**src/rtl/uart_proto_pkg.sv**
```systemverilog
// Shared protocol definitions for the UART command master: frame markers,
// frame length, state encodings and the byte-wise XOR checksum helper.
package uart_proto_pkg;

    localparam logic [7:0] SOF_CMD_DEFAULT = 8'h55;
    localparam logic [7:0] SOF_RSP_DEFAULT = 8'hAA;
    localparam int         FRAME_LEN       = 6;

    typedef enum logic [1:0] {
        ST_IDLE,
        ST_SEND,
        ST_WAIT_RSP
    } main_state_t;

    typedef enum logic [2:0] {
        DF_HUNT,
        DF_B0,
        DF_B1,
        DF_B2,
        DF_B3,
        DF_CHK
    } deframer_state_t;

    // Checksum carried in both frame types: XOR of the four payload bytes.
    function automatic logic [7:0] xor_bytes(input logic [31:0] word);
        return word[31:24] ^ word[23:16] ^ word[15:8] ^ word[7:0];
    endfunction

    // Byte idx of a command frame: start byte, payload MSB first, checksum.
    function automatic logic [7:0] cmd_byte(input logic [7:0]  sof,
                                            input logic [31:0] word,
                                            input logic [2:0]  idx);
        logic [7:0] b;
        case (idx)
            3'd0:    b = sof;
            3'd1:    b = word[31:24];
            3'd2:    b = word[23:16];
            3'd3:    b = word[15:8];
            3'd4:    b = word[7:0];
            default: b = xor_bytes(word);
        endcase
        return b;
    endfunction

endpackage

```
**src/rtl/uart_rsp_deframer.sv**
```systemverilog
// Response deframer: hunts for the response start byte, collects four nonce
// bytes MSB first and checks the XOR byte. good/bad are single-cycle flags
// raised in the cycle the checksum byte is presented.
module uart_rsp_deframer
    import uart_proto_pkg::*;
#(
    parameter logic [7:0] SOF_RSP = SOF_RSP_DEFAULT
) (
    input  logic        clk,
    input  logic        rst_n,
    input  logic        enable,
    input  logic [7:0]  rx_data,
    input  logic        new_rx_data,
    output logic [31:0] nonce,
    output logic        good,
    output logic        bad
);

    deframer_state_t state, state_next;
    logic [31:0]     nonce_q, nonce_next;

    assign nonce = nonce_q;

    // State and nonce shift register; disabled means parked in HUNT.
    always_ff @(posedge clk) begin
        if (!rst_n) begin
            state   <= DF_HUNT;
            nonce_q <= '0;
        end else begin
            state   <= state_next;
            nonce_q <= nonce_next;
        end
    end

    // Advance only on a received byte; inside a frame every byte is data,
    // so a start-byte value there never causes a resync.
    always_comb begin
        state_next = state;
        nonce_next = nonce_q;
        good       = 1'b0;
        bad        = 1'b0;
        if (!enable) begin
            state_next = DF_HUNT;
        end else if (new_rx_data) begin
            case (state)
                DF_HUNT: begin
                    if (rx_data == SOF_RSP) begin
                        state_next = DF_B0;
                    end
                end
                DF_B0: begin
                    nonce_next = {nonce_q[23:0], rx_data};
                    state_next = DF_B1;
                end
                DF_B1: begin
                    nonce_next = {nonce_q[23:0], rx_data};
                    state_next = DF_B2;
                end
                DF_B2: begin
                    nonce_next = {nonce_q[23:0], rx_data};
                    state_next = DF_B3;
                end
                DF_B3: begin
                    nonce_next = {nonce_q[23:0], rx_data};
                    state_next = DF_CHK;
                end
                DF_CHK: begin
                    if (rx_data == xor_bytes(nonce_q)) begin
                        good = 1'b1;
                    end else begin
                        bad = 1'b1;
                    end
                    state_next = DF_HUNT;
                end
                default: state_next = DF_HUNT;
            endcase
        end
    end

endmodule

```
**src/rtl/uart_cmd_master.sv**
```systemverilog
// UART command master: takes a 32-bit job, sends it as a 6-byte command
// frame paced by the transmitter, then waits for a checksummed response
// frame carrying a nonce, reporting success, checksum error or timeout.
module uart_cmd_master
    import uart_proto_pkg::*;
#(
    parameter logic [31:0] TIMEOUT_CYCLES = 32'd1_000_000,
    parameter logic [7:0]  SOF_CMD        = SOF_CMD_DEFAULT,
    parameter logic [7:0]  SOF_RSP        = SOF_RSP_DEFAULT
) (
    input  logic        clk,
    input  logic        rst_n,
    input  logic        job_valid,
    input  logic [31:0] job_target,
    output logic        job_ready,
    output logic [7:0]  tx_data,
    output logic        new_tx_data,
    input  logic        tx_busy,
    input  logic [7:0]  rx_data,
    input  logic        new_rx_data,
    output logic        rsp_valid,
    output logic [31:0] rsp_nonce,
    output logic        rsp_timeout,
    output logic        rsp_chk_err,
    output logic        busy
);

    localparam logic [2:0] LAST_IDX = 3'(FRAME_LEN - 1);

    main_state_t state, state_next;
    logic [31:0] target_q, target_next;
    logic [2:0]  byte_idx, idx_next;
    logic [31:0] count, count_next;
    logic [7:0]  tx_data_next;
    logic        new_tx_next;
    logic        valid_next, timeout_next, chk_err_next;
    logic [31:0] nonce_next;
    logic [31:0] df_nonce;
    logic        df_good, df_bad;

    assign job_ready = (state == ST_IDLE);
    assign busy      = (state != ST_IDLE);

    uart_rsp_deframer #(
        .SOF_RSP(SOF_RSP)
    ) u_deframer (
        .clk        (clk),
        .rst_n      (rst_n),
        .enable     (state == ST_WAIT_RSP),
        .rx_data    (rx_data),
        .new_rx_data(new_rx_data),
        .nonce      (df_nonce),
        .good       (df_good),
        .bad        (df_bad)
    );

    // All registered state; reset drops any frame in flight without pulses.
    always_ff @(posedge clk) begin
        if (!rst_n) begin
            state       <= ST_IDLE;
            target_q    <= '0;
            byte_idx    <= '0;
            count       <= '0;
            tx_data     <= '0;
            new_tx_data <= 1'b0;
            rsp_valid   <= 1'b0;
            rsp_timeout <= 1'b0;
            rsp_chk_err <= 1'b0;
            rsp_nonce   <= '0;
        end else begin
            state       <= state_next;
            target_q    <= target_next;
            byte_idx    <= idx_next;
            count       <= count_next;
            tx_data     <= tx_data_next;
            new_tx_data <= new_tx_next;
            rsp_valid   <= valid_next;
            rsp_timeout <= timeout_next;
            rsp_chk_err <= chk_err_next;
            rsp_nonce   <= nonce_next;
        end
    end

    // Next state and datapath; a good frame beats a same-cycle timeout, and
    // a timeout beats a same-cycle checksum error so pulses never overlap.
    always_comb begin
        state_next   = state;
        target_next  = target_q;
        idx_next     = byte_idx;
        count_next   = count;
        tx_data_next = tx_data;
        new_tx_next  = 1'b0;
        valid_next   = 1'b0;
        timeout_next = 1'b0;
        chk_err_next = 1'b0;
        nonce_next   = rsp_nonce;
        case (state)
            ST_IDLE: begin
                if (job_valid && job_ready) begin
                    target_next = job_target;
                    idx_next    = '0;
                    state_next  = ST_SEND;
                end
            end
            ST_SEND: begin
                if (!tx_busy && !new_tx_data) begin
                    tx_data_next = cmd_byte(SOF_CMD, target_q, byte_idx);
                    new_tx_next  = 1'b1;
                    idx_next     = byte_idx + 3'd1;
                    if (byte_idx == LAST_IDX) begin
                        count_next = '0;
                        state_next = ST_WAIT_RSP;
                    end
                end
            end
            ST_WAIT_RSP: begin
                count_next = count + 32'd1;
                if (df_good) begin
                    nonce_next = df_nonce;
                    valid_next = 1'b1;
                    state_next = ST_IDLE;
                end else if (count == TIMEOUT_CYCLES - 32'd1) begin
                    timeout_next = 1'b1;
                    state_next   = ST_IDLE;
                end else if (df_bad) begin
                    chk_err_next = 1'b1;
                end
            end
            default: state_next = ST_IDLE;
        endcase
    end

endmodule

```
**config.mk**
```make
export PLATFORM = sky130hd
export DESIGN_NAME = uart_cmd_master
export DESIGN_NICKNAME = d
export VERILOG_FILES = /design/src/rtl/uart_proto_pkg.sv /design/src/rtl/uart_rsp_deframer.sv /design/src/rtl/uart_cmd_master.sv
export SDC_FILE = /design/constraint.sdc
export NUM_CORES = 1
export LEC_CHECK = 0
export BUFFER_PORTS_ARGS = -buffer_cell sky130_fd_sc_hd__buf_2
export CELL_PAD_IN_SITES_DETAIL_PLACEMENT = 0
export CELL_PAD_IN_SITES_GLOBAL_PLACEMENT = 2
export CORE_ASPECT_RATIO = 0.5
export CORE_UTILIZATION = 34
export CTS_CLUSTER_DIAMETER = 150
export DETAILED_ROUTE_END_ITERATION = 8
export GPL_ROUTABILITY_DRIVEN = 0
export GPL_TIMING_DRIVEN = 0
export HOLD_SLACK_MARGIN = 0.05
export PLACE_DENSITY = 0.88
export SLEW_MARGIN = 40
export SYNTH_ARGS = -nofsm -noshare
export SYNTH_HDL_FRONTEND = slang
export SYNTH_SLANG_ARGS = --single-unit
```
**constraint.sdc**
```tcl
create_clock -name clk -period 2.7 [get_ports clk]
set_input_delay 0.405 -clock clk [delete_from_list [all_inputs] [get_ports clk]]
set_output_delay 0.405 -clock clk [all_outputs]
set_load 0.05 [all_outputs]
```
==> metrics.md <==
| Metric | Value |
|---|---|
| Critical path arrival | 2.80 ns |
| Synth cell count leaders | nand2_1, dfxtp_1, a21oi_1, clkbuf_1, nor2_1 |
| Hold Path Depth | 3 |
| Mapped Cells | 802 |
| Final net count | 962 |
| Power, Total | about 5000 µW |
| Ys async rst share | 0% |
| DR iter-0 viols | approximately 300 |
| Critical Path RT | ~3.1 ns |
| Slew @ Worst Pin | 0.6463 ns |
| WL final | 18360 µm |
| Post-route ant nets | 0 |
| Number of synthesized flops with an enable pin | 0 |
| Reg clk slew, reported paths | 0.07 ns |
| TNS Setup | 0 ns |
| Utilization after layout | 43.12% |
| # setup viols final | 0 |
| Outcome | completed |
| Grt ovf | 0 |
| Area taken by flip-flops and latches | 2963 µm² |
| DIE WIDTH | 201.0 µm |
| Pwr dens | 612.9 nW/µm² |
| Largest cells by area after synthesis | dfxtp_1, nand2_1, a21oi_1, mux2i_1, xnor2_1 |
| CP max FO | 10 |
| Max cap viols | 0 |
| Worst slew margin | 56.91% |
| Starting Density | about 36% |
| Row cnt | 35 |
| Core footprint | 18870 µm² |
| Via count of the first global-routing pass | 5593 |
| Most common cell in the synthesized netlist | nand2_1 |
| Syn-to-layout area delta | 20.87% |
| Sw frac | 24.23% |
| Maximum clock rate | roughly 0.41 GHz |
| CTS root buffer | clkbuf_16 |
| Final number of hold-violating endpoints | 0 |
| Antenna violations before repair | 0 |
| Clock Power Share | 48.7% |
| Layout Cells excl Fill | 1184 |
| Critical path endpoint category | flip-flop |
| Yosys Warn Count | 0 |
| Combinational cell fraction of total power | 6.1% |
| Wire per inst | 15.50 µm |
| Final worst-path cycle share | 90.58% |
| Via-per-instance ratio | 4.934 |
| Drc violations | 0 |
| Final instance area | 8139 µm² |
| FILL cells | ~1.9k |
| Clock skew | 0.01128 ns |
| Net Switching | 1208 µW |
| Synth Area per Inst | 8.396 µm² |
| Seq/Total Area, Yosys | 44.00% |
| Post-Syn Area | 6734 µm² |
| Die ar. | about 20000 µm² |
| H-tree Lvls | 4 |
| CP Launch Type | flip-flop |
| Number of CTS-inserted buffers | 17 |
| Largest net degree at the start of global routing | 17 |
| Synth cell types | 54 |
| Area of the multi-input gates | 3536 µm² |
| Drt pass-1 iters | 5 |
| Critical path class | reg -> reg |
| Reg2reg setup slack | 0.25 ns |
| Main flop type after synthesis | dfxtp_1 |
| Worst-case reg-to-reg path depth | 6 |
| Sequential share of power | 45.2% |
| Cell total after placement | 1151 |
| #FFs+latches synth | 148 |
| IO Port Bufs | 90 |
| All-Layer GR Usage | 18.56% |
| Share of cells above drive strength 1 | 15.69% |
| HP Class | in -> reg |
| Post-CTS Setup Bufs | 0 |
| Max rail drop VDD | 0.4849 mV |
| I/O pin total | a little over 90 |
| Slew Limit Fails | 0 |
| RSZ-0062 raised after global routing | no |
| Detailed-route via count | 5842 |
| DP Wirelength | 13730 µm |
| Die Y | 101.5 µm |
| Max Root-Sink Buffers | 2 |
| Skew-Pair Late Insertion Delay | 0.42 ns |
| Tmin final | 2.446 ns |
| Syn Nets | 853 |
| Placed cell areas | 7517 µm² |
| CTS tree | built |
| First-pass GRT wire length | 29570 µm |
| Synth area leader | dfxtp_1 |
| Pleak | 0.002948 µW |
| # clock sinks | around 150 |
| Top cell type's share of synthesized area | 44.00% |
| Int Pwr | 3780 µW |
[registers in the layout (all words and copies together), names as in the netlist, 2 cells and up]
| name | flops |
|---|---|
| byte_idx | 3 |
| u_deframer.state | 3 |
| state | 2 |
| u_deframer.nonce | 32 |
| tx_data | 8 |
| count | 32 |
| target_q | 32 |
| rsp_nonce | 32 |
[worst paths after layout]
path                    to                 from
max reg2reg  rsp_nonce[15]  u_deframer.nonce[0]
min           target_q[16]       job_target[16]
max          rsp_nonce[15]  u_deframer.nonce[0]
min reg2reg     tx_data[4]           tx_data[4]
[per-layer routing]
metal / GRT usage, % / vias up / part of all wire, %
li1: - / 2970 / -
met1: 25.06 / 2755 / 50
met2: 29.86 / 97 / 45
met3: 3.829 / 20 / 3.3
met4: 6.048 / 0 / 1.3
met5: 0 / - / 0
[power by group through the flow]
stage	Clock [µW]	Combinational, µW	Sequential, µW
floorplan	0	184	2310
global placement	0	304	2300
detailed placement	0	308	2300
CTS	2470	309	2250
global route	2580	340	2260
finish	2430	307	2250
[cells by family after synthesis]
group	synth area share [%]
AOI/OAI and AO/OA	12.62
DFF	44.00
and+or+nand+nor	23.34
xor gates and xnor gates	9.699
adders and majority gates	1.115
buffers and inverters	3.716
muxes	5.518
[through the flow]
step / hold WS (ns) / worst slack (ns)
finish: 0.2143 / 0.2543
global route: 0.2122 / 0.06615
CTS: 0.2043 / 0.06955
detailed placement: 0.4433 / 0.08573
global placement: 0.4437 / 0.1087
floorplan: 0.4384 / 0.4849
[layout by cell type (no fill, tap or decap), types with 5 or more instances in the layout]
cell type	count
xnor3_1	8
xnor2_1	35
buf_2	92
nand3_1	9
ha_1	6
o21ai_0	8
o211ai_1	11
xor2_1	19
nor2_1	39
clkbuf_1	37
o21ai_1	5
mux2i_1	36
nand2_1	226
nand4_1	10
dfxtp_1	148
nor4_1	8
or3_1	10
inv_1	8
a22oi_1	9
and3_1	9
clkbuf_16	17
a21oi_1	91
[critical path, cell delays in order, from the launching register on]
cell     delay (ns)
dfxtp_1        0.43
xnor3_1        0.44
xnor2_1        0.17
nand4_1        0.29
nor3_4         0.53
buf_4          0.31
mux2i_1        0.21
[cell type report]
class                      instances  share of cell area (%)
multi-input combinational        595                   43.44
sequential                       148                   36.40
clock buffer                      20                   5.734
timing repair buffer              90                   5.534
tap                              259                   3.982
buffer                            50                   2.690
clock inverter                    12                   1.768
inverter                           9                  0.4151
antenna                            1                 0.03075
[timing repair]
| action | in CTS | in global routing |
|---|---|---|
| hold buffers | 0 | 0 |
| resized for setup | 0 | 5 |
| endpoints found under the setup margin | 0 | 38 |
(Power assumes the default switching activity.)
